[src/rtl/vx_mask_sequencer.sv]
// rtl/vx_mask_sequencer.sv - serialises a lane mask into a stream of set-bit indices
// One beat per set bit, lowest-first (MODE=0) or highest-first (MODE=1), tag echoed on every beat.
module vx_mask_sequencer #(
  parameter  int WIDTH     = 8,
  parameter  int MODE      = 0,
  parameter  int TAG_WIDTH = 4,
  localparam int LIDX      = (WIDTH > 1) ? $clog2(WIDTH) : 1
) (
  input  logic                 clk,
  input  logic                 reset,
  input  logic                 in_valid,
  output logic                 in_ready,
  input  logic [WIDTH-1:0]     in_mask,
  input  logic [TAG_WIDTH-1:0] in_tag,
  output logic                 out_valid,
  input  logic                 out_ready,
  output logic [LIDX-1:0]      out_index,
  output logic                 out_last,
  output logic [TAG_WIDTH-1:0] out_tag,
  output logic                 busy
);

  localparam logic [0:0] IDLE = 1'b0;
  localparam logic [0:0] BUSY = 1'b1;

  logic [0:0]           state_q, state_d;
  logic [WIDTH-1:0]     rem_q, rem_d;
  logic [TAG_WIDTH-1:0] tag_q, tag_d;

  logic [LIDX-1:0]  idx_c;
  logic [WIDTH-1:0] clr_c;
  logic             single_c;
  logic             in_fire;
  logic             out_fire;
  logic             load_ok;

  // Priority encoder: the last match in scan order wins, so scan away from the preferred end.
  always_comb begin
    idx_c = '0;
    if (MODE == 0) begin
      for (int i = WIDTH - 1; i >= 0; i--) begin
        if (rem_q[i]) idx_c = LIDX'(i);
      end
    end else begin
      for (int i = 0; i < WIDTH; i++) begin
        if (rem_q[i]) idx_c = LIDX'(i);
      end
    end
  end

  assign clr_c    = WIDTH'(1) << idx_c;
  assign single_c = ((rem_q & (rem_q - WIDTH'(1))) == '0);

  assign busy      = (state_q == BUSY);
  assign out_valid = busy;
  assign out_index = idx_c;
  assign out_last  = busy & single_c;
  assign out_tag   = tag_q;

  assign out_fire = out_valid & out_ready;
  assign in_ready = ~busy | (out_fire & out_last);
  assign in_fire  = in_valid & in_ready;
  assign load_ok  = in_fire & (in_mask != '0);

  always_comb begin
    state_d = state_q;
    rem_d   = rem_q;
    tag_d   = tag_q;
    if (state_q == IDLE) begin
      if (load_ok) begin
        state_d = BUSY;
        rem_d   = in_mask;
        tag_d   = in_tag;
      end
    end else if (out_fire) begin
      if (!out_last) begin
        rem_d = rem_q & ~clr_c;
      end else if (load_ok) begin
        rem_d = in_mask;
        tag_d = in_tag;
      end else begin
        state_d = IDLE;
        rem_d   = '0;
      end
    end
  end

  always_ff @(posedge clk or posedge reset) begin
    if (reset) begin
      state_q <= IDLE;
      rem_q   <= '0;
      tag_q   <= '0;
    end else begin
      state_q <= state_d;
      rem_q   <= rem_d;
      tag_q   <= tag_d;
    end
  end

endmodule

[config.mk]
export PLATFORM = sky130hd
export DESIGN_NAME = vx_mask_sequencer
export DESIGN_NICKNAME = d
export VERILOG_FILES = /design/src/rtl/vx_mask_sequencer.sv
export SDC_FILE = /design/constraint.sdc
export NUM_CORES = 1
export LEC_CHECK = 0
export ABC_AREA = 1
export CAP_MARGIN = 20
export CORE_MARGIN = 8
export CORE_UTILIZATION = 45
export CTS_CLUSTER_SIZE = 30
export DETAILED_ROUTE_END_ITERATION = 10
export PLACE_DENSITY = 0.78
export SLEW_MARGIN = 20
export SYNTH_ARGS = -nofsm -noshare
export SYNTH_HDL_FRONTEND = slang
export SYNTH_SLANG_ARGS = --single-unit
[constraint.sdc]
create_clock -name clk -period 4.3 [get_ports clk]
set_input_delay 1.075 -clock clk [delete_from_list [all_inputs] [get_ports clk]]
set_output_delay 1.075 -clock clk [all_outputs]
set_load 0.005 [all_outputs]
==> results of run 1 <==
state kept, by name (all words and copies together), names as in the netlist:
signal / flops
rem_q: 8
out_tag: 4
busy: 1
report_power, final:
group          internal, W  switching (W)
logic             0.000256       0.000311
clock network    0.0000360      0.0000414
registers         0.000172      0.0000434
total             0.000465       0.000396
through the flow:
| step | cells | total power (W) |
|---|---|---|
| final | 177 | 0.000861 |
| after global routing | 177 | 0.000955 |
| after CTS | 177 | 0.000870 |
| after detailed placement | 173 | 0.000792 |
| after global placement | 173 | 0.000777 |
| after floorplan | 124 | 0.000581 |
logic make-up after synthesis:
| family | count (synthesis) | share of synthesized area |
|---|---|---|
| buffers and inverters | 19 | 0.0987 |
| AO/OA/AOI/OAI | 11 | 0.0762 |
| AND/OR/NAND/NOR | 81 | 0.436 |
| flip-flops | 13 | 0.389 |
worst register-to-register path: cells and delay by family, from the launching register on:
kind | cells | cell delay [ps]
DFF | 1 | 420
and+or+nand+nor | 8 | 930
AOI/OAI and AO/OA | 1 | 150
synth_stat cells:
cell,n
a21oi_1,1
a21oi_2,1
buf_4,1
buf_6,1
dfrtp_1,13
inv_1,17
nand2_1,61
nand2_2,1
nand2_4,2
nand3_1,3
nand3_2,1
nand4_1,2
nor2_1,5
nor2_2,1
nor2_4,3
nor3_1,1
o21a_1,2
o21ai_0,5
o21ai_1,2
or2_2,1
cells in the final DEF, fill, tap and decap left out, drive strengths merged:
cell,n
nand2,64
nand3,4
nor2,9
or2,1
inv,17
o21a,2
dfrtp,13
clkbuf,4
o21ai,7
nand4,2
clkdlybuf4s50,26
nor3,1
a21oi,2
final cells by class:
type,count,area [um^2]
fillers,170,609
multi-input cells,92,429
flip-flops and latches,13,325
repair buffers,26,260
inverters,17,63.8
well taps,25,31.3
clock buffers,4,26.3
metal layers:
metal,track usage,vias to the layer above
met5,0,-
met4,0.0410,0
met3,0.0456,4
met2,0.202,21
met1,0.137,371
li1,-,438
worst min path at each step:
stage | cells after the start | endpoint
2_1_floorplan | 2 | rem_q[6]
3_3_place_gp | 2 | out_tag[1]
3_5_place_dp | 2 | out_tag[2]
4_1_cts | 2 | out_tag[2]
5_1_grt | 2 | out_tag[0]
6_report | 2 | out_tag[1]
==> out/results.ini, run 1 <==
[status]
status = finished, final reports clean

[sta]
rsz0062_at_grt = false
relSlewSlack = 0.654
holdWs_ps = 488
post-route-min-period_ps = 3480
setup_viol = 0
report.final.hold_viol_count = 0
worst_slew_pin_slew_ps = 518
tns_ps = 0
fmax_ghz = 0.287
slew_violations = 0
fin_ws_ps = 821
fin_crit_sh = 0.809
fin_skew_ps = 3.19

[detailed_routing]
dr.pass1.iters = 4
ant_nets = 0
wl_met2_um = 886
top_layer = met4
via_per_inst = 4.71
wl_met1_um = 894
met3_length_um = 134
drcViolationCount = 0
num_vias = 834
drt_iter0_markers = 13
wirelength_mm = 1.94
wl_per_cell_um = 10.9

[power_and_ir_drop]
p_leak_nw = 0.595
power_density_mw_per_mm2 = 758
vdd_drop_max_mv = 0.397

[synth]
synthTopCellsByArea = dfrtp_1 (39%), nand2_1 (27%), inv_1 (7.6%)
seq_area_frac_synth = 0.389
syn_inst = 124
yosysTopAreaCell = dfrtp_1
syn_area_um2 = 837
ys_seq_elements = 13
avgSynthCellArea_um2 = 6.75
synthesis.nets = 140
synth.top_cell.area_share = 0.389
synth.distinct_cells = 20
ys_warn_count = 0

[setup_path]
cp.required_ps = 3220
arrival_ps = 2400
worst_setup_path_start_kind = input port
critical_path_class = input port to output pin
critPathBufInv = 3
worst-path-stages = 5
timing.rr.end = rem_q[6]
crit_chain = clkdlybuf4s50_1, or2_2, nand2_4, inv_1, clkdlybuf4s50_1
path_max_fanout = 3
crit_slowest_cell = clkdlybuf4s50_1
r2r_cells = 9
r2r_slack_ps = 2740
cp_common_cell = clkdlybuf4s50_1
end_kind = output pin
slowest_delay_ps = 450
critical_path.endpoint = in_ready
crit_family = buffers and inverters
r2r-start = rem_q[2]
cp-startpoint = out_ready

[grt]
grt.total_usage = 0.121
grt_overflow_total = 0
grt_pass1_vias = 791
grt_pass1_wl_mm = 3.28
antenna_found_initial = 0
grt_max_degree = 14

[placement]
pre_cts_ws_ps = 832
io_buffers = 26
dp_hpwl_mm = 1.60
dpl_cell_area_mm2 = 0.00111
place_congestion = 0.919

[clock_network]
cts_root_buf = clkbuf_4
numCtsBuffers = 3
clkTransAtPathRegs_ps = 80
cts.repair.resized = 0
insertion_delay_ps = 280
ctsHoldBuffers = 0
cts_tree = built
cts_max_path_buffers = 2
cts_setup_buffers = 0
htreeDepth = 1
clock-sinks = 13

[die]
start_util = 0.480
dieHeight_um = 59.1
dieWidth_um = 59.1
io_pins = 27
die-area_mm2 = 0.00350
design.core.area_mm2 = 0.00175
row_count = 15

[cells_and_area]
layout.nets = 169
antennaDiodeCount = 0
fin_area_mm2 = 0.00114
syn_to_final_growth_pct = 35.7
post_route_cells_drive_above_1_share = 0.0855
postLayoutCoreUtil = 0.651

[worst_hold_path]
min-delay-start = out_tag[1]
hp-class = flop to flop

[job]
maxCapViolCount = 0

Power figures use the tool's default switching activity.
==> run 2, diff against run 1 <==
--- a/config.mk
+++ b/config.mk
@@ -8,10 +8,10 @@
 export ABC_AREA = 1
 export CAP_MARGIN = 20
 export CORE_MARGIN = 8
-export CORE_UTILIZATION = 45
+export CORE_UTILIZATION = 40
 export CTS_CLUSTER_SIZE = 30
 export DETAILED_ROUTE_END_ITERATION = 10
-export PLACE_DENSITY = 0.78
+export PLACE_DENSITY = 0.74
 export SLEW_MARGIN = 20
 export SYNTH_ARGS = -nofsm -noshare
 export SYNTH_HDL_FRONTEND = slang
==> constraint.sdc (replaced) <==
create_clock -name clk -period 3.1 [get_ports clk]
set_input_delay 0.775 -clock clk [delete_from_list [all_inputs] [get_ports clk]]
set_output_delay 0.775 -clock clk [all_outputs]
set_load 0.005 [all_outputs]
==> run 2 against run 1 <==
  * Via count decreased by 0.72%
  * Clock-buffer cell count unchanged
  * First-iteration DRC count decreased by 38%
  * Non-clock buffer count unchanged
  * Sequential share of layout area decreased by 0.063 points
  * Sequential power increased by 38%
  * Power increased by 38%
  * Clock power increased by 34%
  * Wire length decreased by 0.41%
  * Flip-flop and latch count unchanged
  * Cell count increased by 1.1%
  * Largest power group unchanged
==> out/results.ini, run 2 (synthesized netlist as in run 1, its figures left out) <==
[cells_and_area]
post_route_cells_drive_above_1_share = 0.0855  ; unchanged
final_common_cell = nand2_1
multiInputGateArea_um2 = 429  ; unchanged
largest-register = rem_q
layout.nets = 169  ; unchanged
fillers = 206  ; +21%
largest_register_ffs = 8  ; unchanged
antennaDiodeCount = 0  ; unchanged
syn_to_final_growth_pct = 36.0
postLayoutCoreUtil = 0.580  ; -0.0705
final_cell_mix = nand2_1 (61), clkdlybuf4s50_1 (26), inv_1 (17)
final_cells = 179  ; +1.1%
seqCellArea_um2 = 325  ; unchanged

[setup_path]
worst_setup_path_start_kind = input port
cp-startpoint = out_ready
cp.required_ps = 2320  ; -900 ps
path_max_fanout = 3  ; unchanged
r2r-start = rem_q[2]
arrival_ps = 2110  ; -290 ps
critical_path_class = input port to output pin
end_kind = output pin

[sta]
fmax_ghz = 0.346
fin_crit_sh = 0.932
worst_slew_pin_slew_ps = 496  ; -21.9 ps
relSlewSlack = 0.669  ; +0.0146
fin_skew_ps = 2.81  ; -0.383 ps
rsz0062_at_grt = false
fin_ws_ps = 212  ; -609 ps
post-route-min-period_ps = 2890
setup_viol = 0  ; unchanged
tns_ps = 0  ; unchanged
holdWs_ps = 475  ; -13.3 ps
report.final.hold_viol_count = 0  ; unchanged
slew_violations = 0  ; unchanged

[detailed_routing]
num_vias = 828  ; -0.72%
ant_nets = 0  ; unchanged
wl_per_cell_um = 10.8  ; -1.5%
wirelength_mm = 1.93  ; -0.41%
dr.pass1.iters = 4  ; unchanged
drt_iter0_markers = 8  ; -5
via_per_inst = 4.63  ; -1.8%
drcViolationCount = 0  ; unchanged

[clock_network]
numCtsBuffers = 3  ; unchanged
ctsHoldBuffers = 0  ; unchanged
cts_setup_buffers = 0  ; unchanged
clkTransAtPathRegs_ps = 80  ; about the same
cts_tree = built
insertion_delay_ps = 270  ; about the same
cts_root_buf = clkbuf_4
cts.repair.resized = 0  ; unchanged
clock-sinks = 13  ; unchanged
htreeDepth = 1  ; unchanged
cts_max_path_buffers = 2  ; unchanged

[worst_hold_path]
hp-class = flop to flop
min-delay-start = out_tag[2]

[die]
dieWidth_um = 61.7  ; +4.4%
design.core.area_mm2 = 0.00196  ; +12%
die-area_mm2 = 0.00381  ; +9.0%
row_count = 16  ; +1
dieHeight_um = 61.7  ; +4.4%
start_util = 0.427  ; -0.0529
io_pins = 27  ; unchanged

[grt]
antenna_found_initial = 0  ; unchanged
grt_max_degree = 14  ; unchanged
grt.total_usage = 0.118  ; -0.00307
grt_overflow_total = 0  ; unchanged
grt_pass1_vias = 870  ; +10%
grt_pass1_wl_mm = 3.39  ; +3.3%

[power_and_ir_drop]
power.net_switching_w = 0.000542  ; +37%
p_int_w = 0.000645  ; +39%
switching_share = 0.457  ; -0.00308
p_clk_frac = 0.088  ; -0.002
comb_power_share = 0.660  ; about the same
vdd_drop_max_mv = 0.695  ; +75%
power_density_mw_per_mm2 = 1040  ; +38%
p_leak_nw = 0.595  ; unchanged
power_frac_seq = 0.252  ; about the same

[placement]
place_congestion = 0.862  ; -6.2%
dp_hpwl_mm = 1.64  ; +2.1%
dp_cells = 175  ; +1.2%
io_buffers = 26  ; unchanged
pre_cts_ws_ps = 215  ; -617 ps

[job]
maxCapViolCount = 0  ; unchanged

[status]
status = finished, final reports clean

-- run 2: cell counts in the layout (fill, tap and decap cells not counted) --
Identical to the previous run, type by type.
-- run 2: worst max-delay path, stage by stage --
cell and delay [ps]:
clkdlybuf4s50_1 400, or2_2 330, nand2_4 90, inv_1 60, clkdlybuf4s50_1 450
-- run 2: power groups by stage --
stage               sequential (W)  clock, W  combinational, W
floorplan                 0.000300         0          0.000506
global route              0.000310  0.000116          0.000884
finish                    0.000299  0.000104          0.000784
CTS                       0.000300  0.000107          0.000799
global placement          0.000300         0          0.000781
detailed placement        0.000303         0          0.000794
-- run 2: routing by layer --
metal / part of all wire / up-vias / GRT usage
li1: - / 433 / -
met5: 0 / - / 0
met4: 0.015 / 0 / 0.0455
met1: 0.42 / 366 / 0.122
met3: 0.096 / 5 / 0.0514
met2: 0.47 / 24 / 0.204
-- run 2: cell type report --
class                           count  area share
Inverter                           17      0.0560
Clock buffer                        4      0.0231
Timing Repair Buffer               26       0.229
Sequential cell                    13       0.286
Multi-Input combinational cell     92       0.377
Tap cell                           27      0.0297
-- run 2: through the flow --
stage               area (um^2)  total power [W]
floorplan                   837         0.000806
global placement           1110          0.00108
detailed placement         1110          0.00110
CTS                        1140          0.00121
global route               1140          0.00131
finish                     1140          0.00119
-- run 2: worst paths after layout --
kind                         endpoint  slack (ps)  cells past startpoint
min in group asynchronous  out_tag[2]         820                      2
max in group asynchronous    rem_q[5]        1950                      2
max                          in_ready         210                      5
max reg2reg                  rem_q[6]        1510                      9
min reg2reg                out_tag[2]         470                      2
min                        out_tag[2]         470                      2
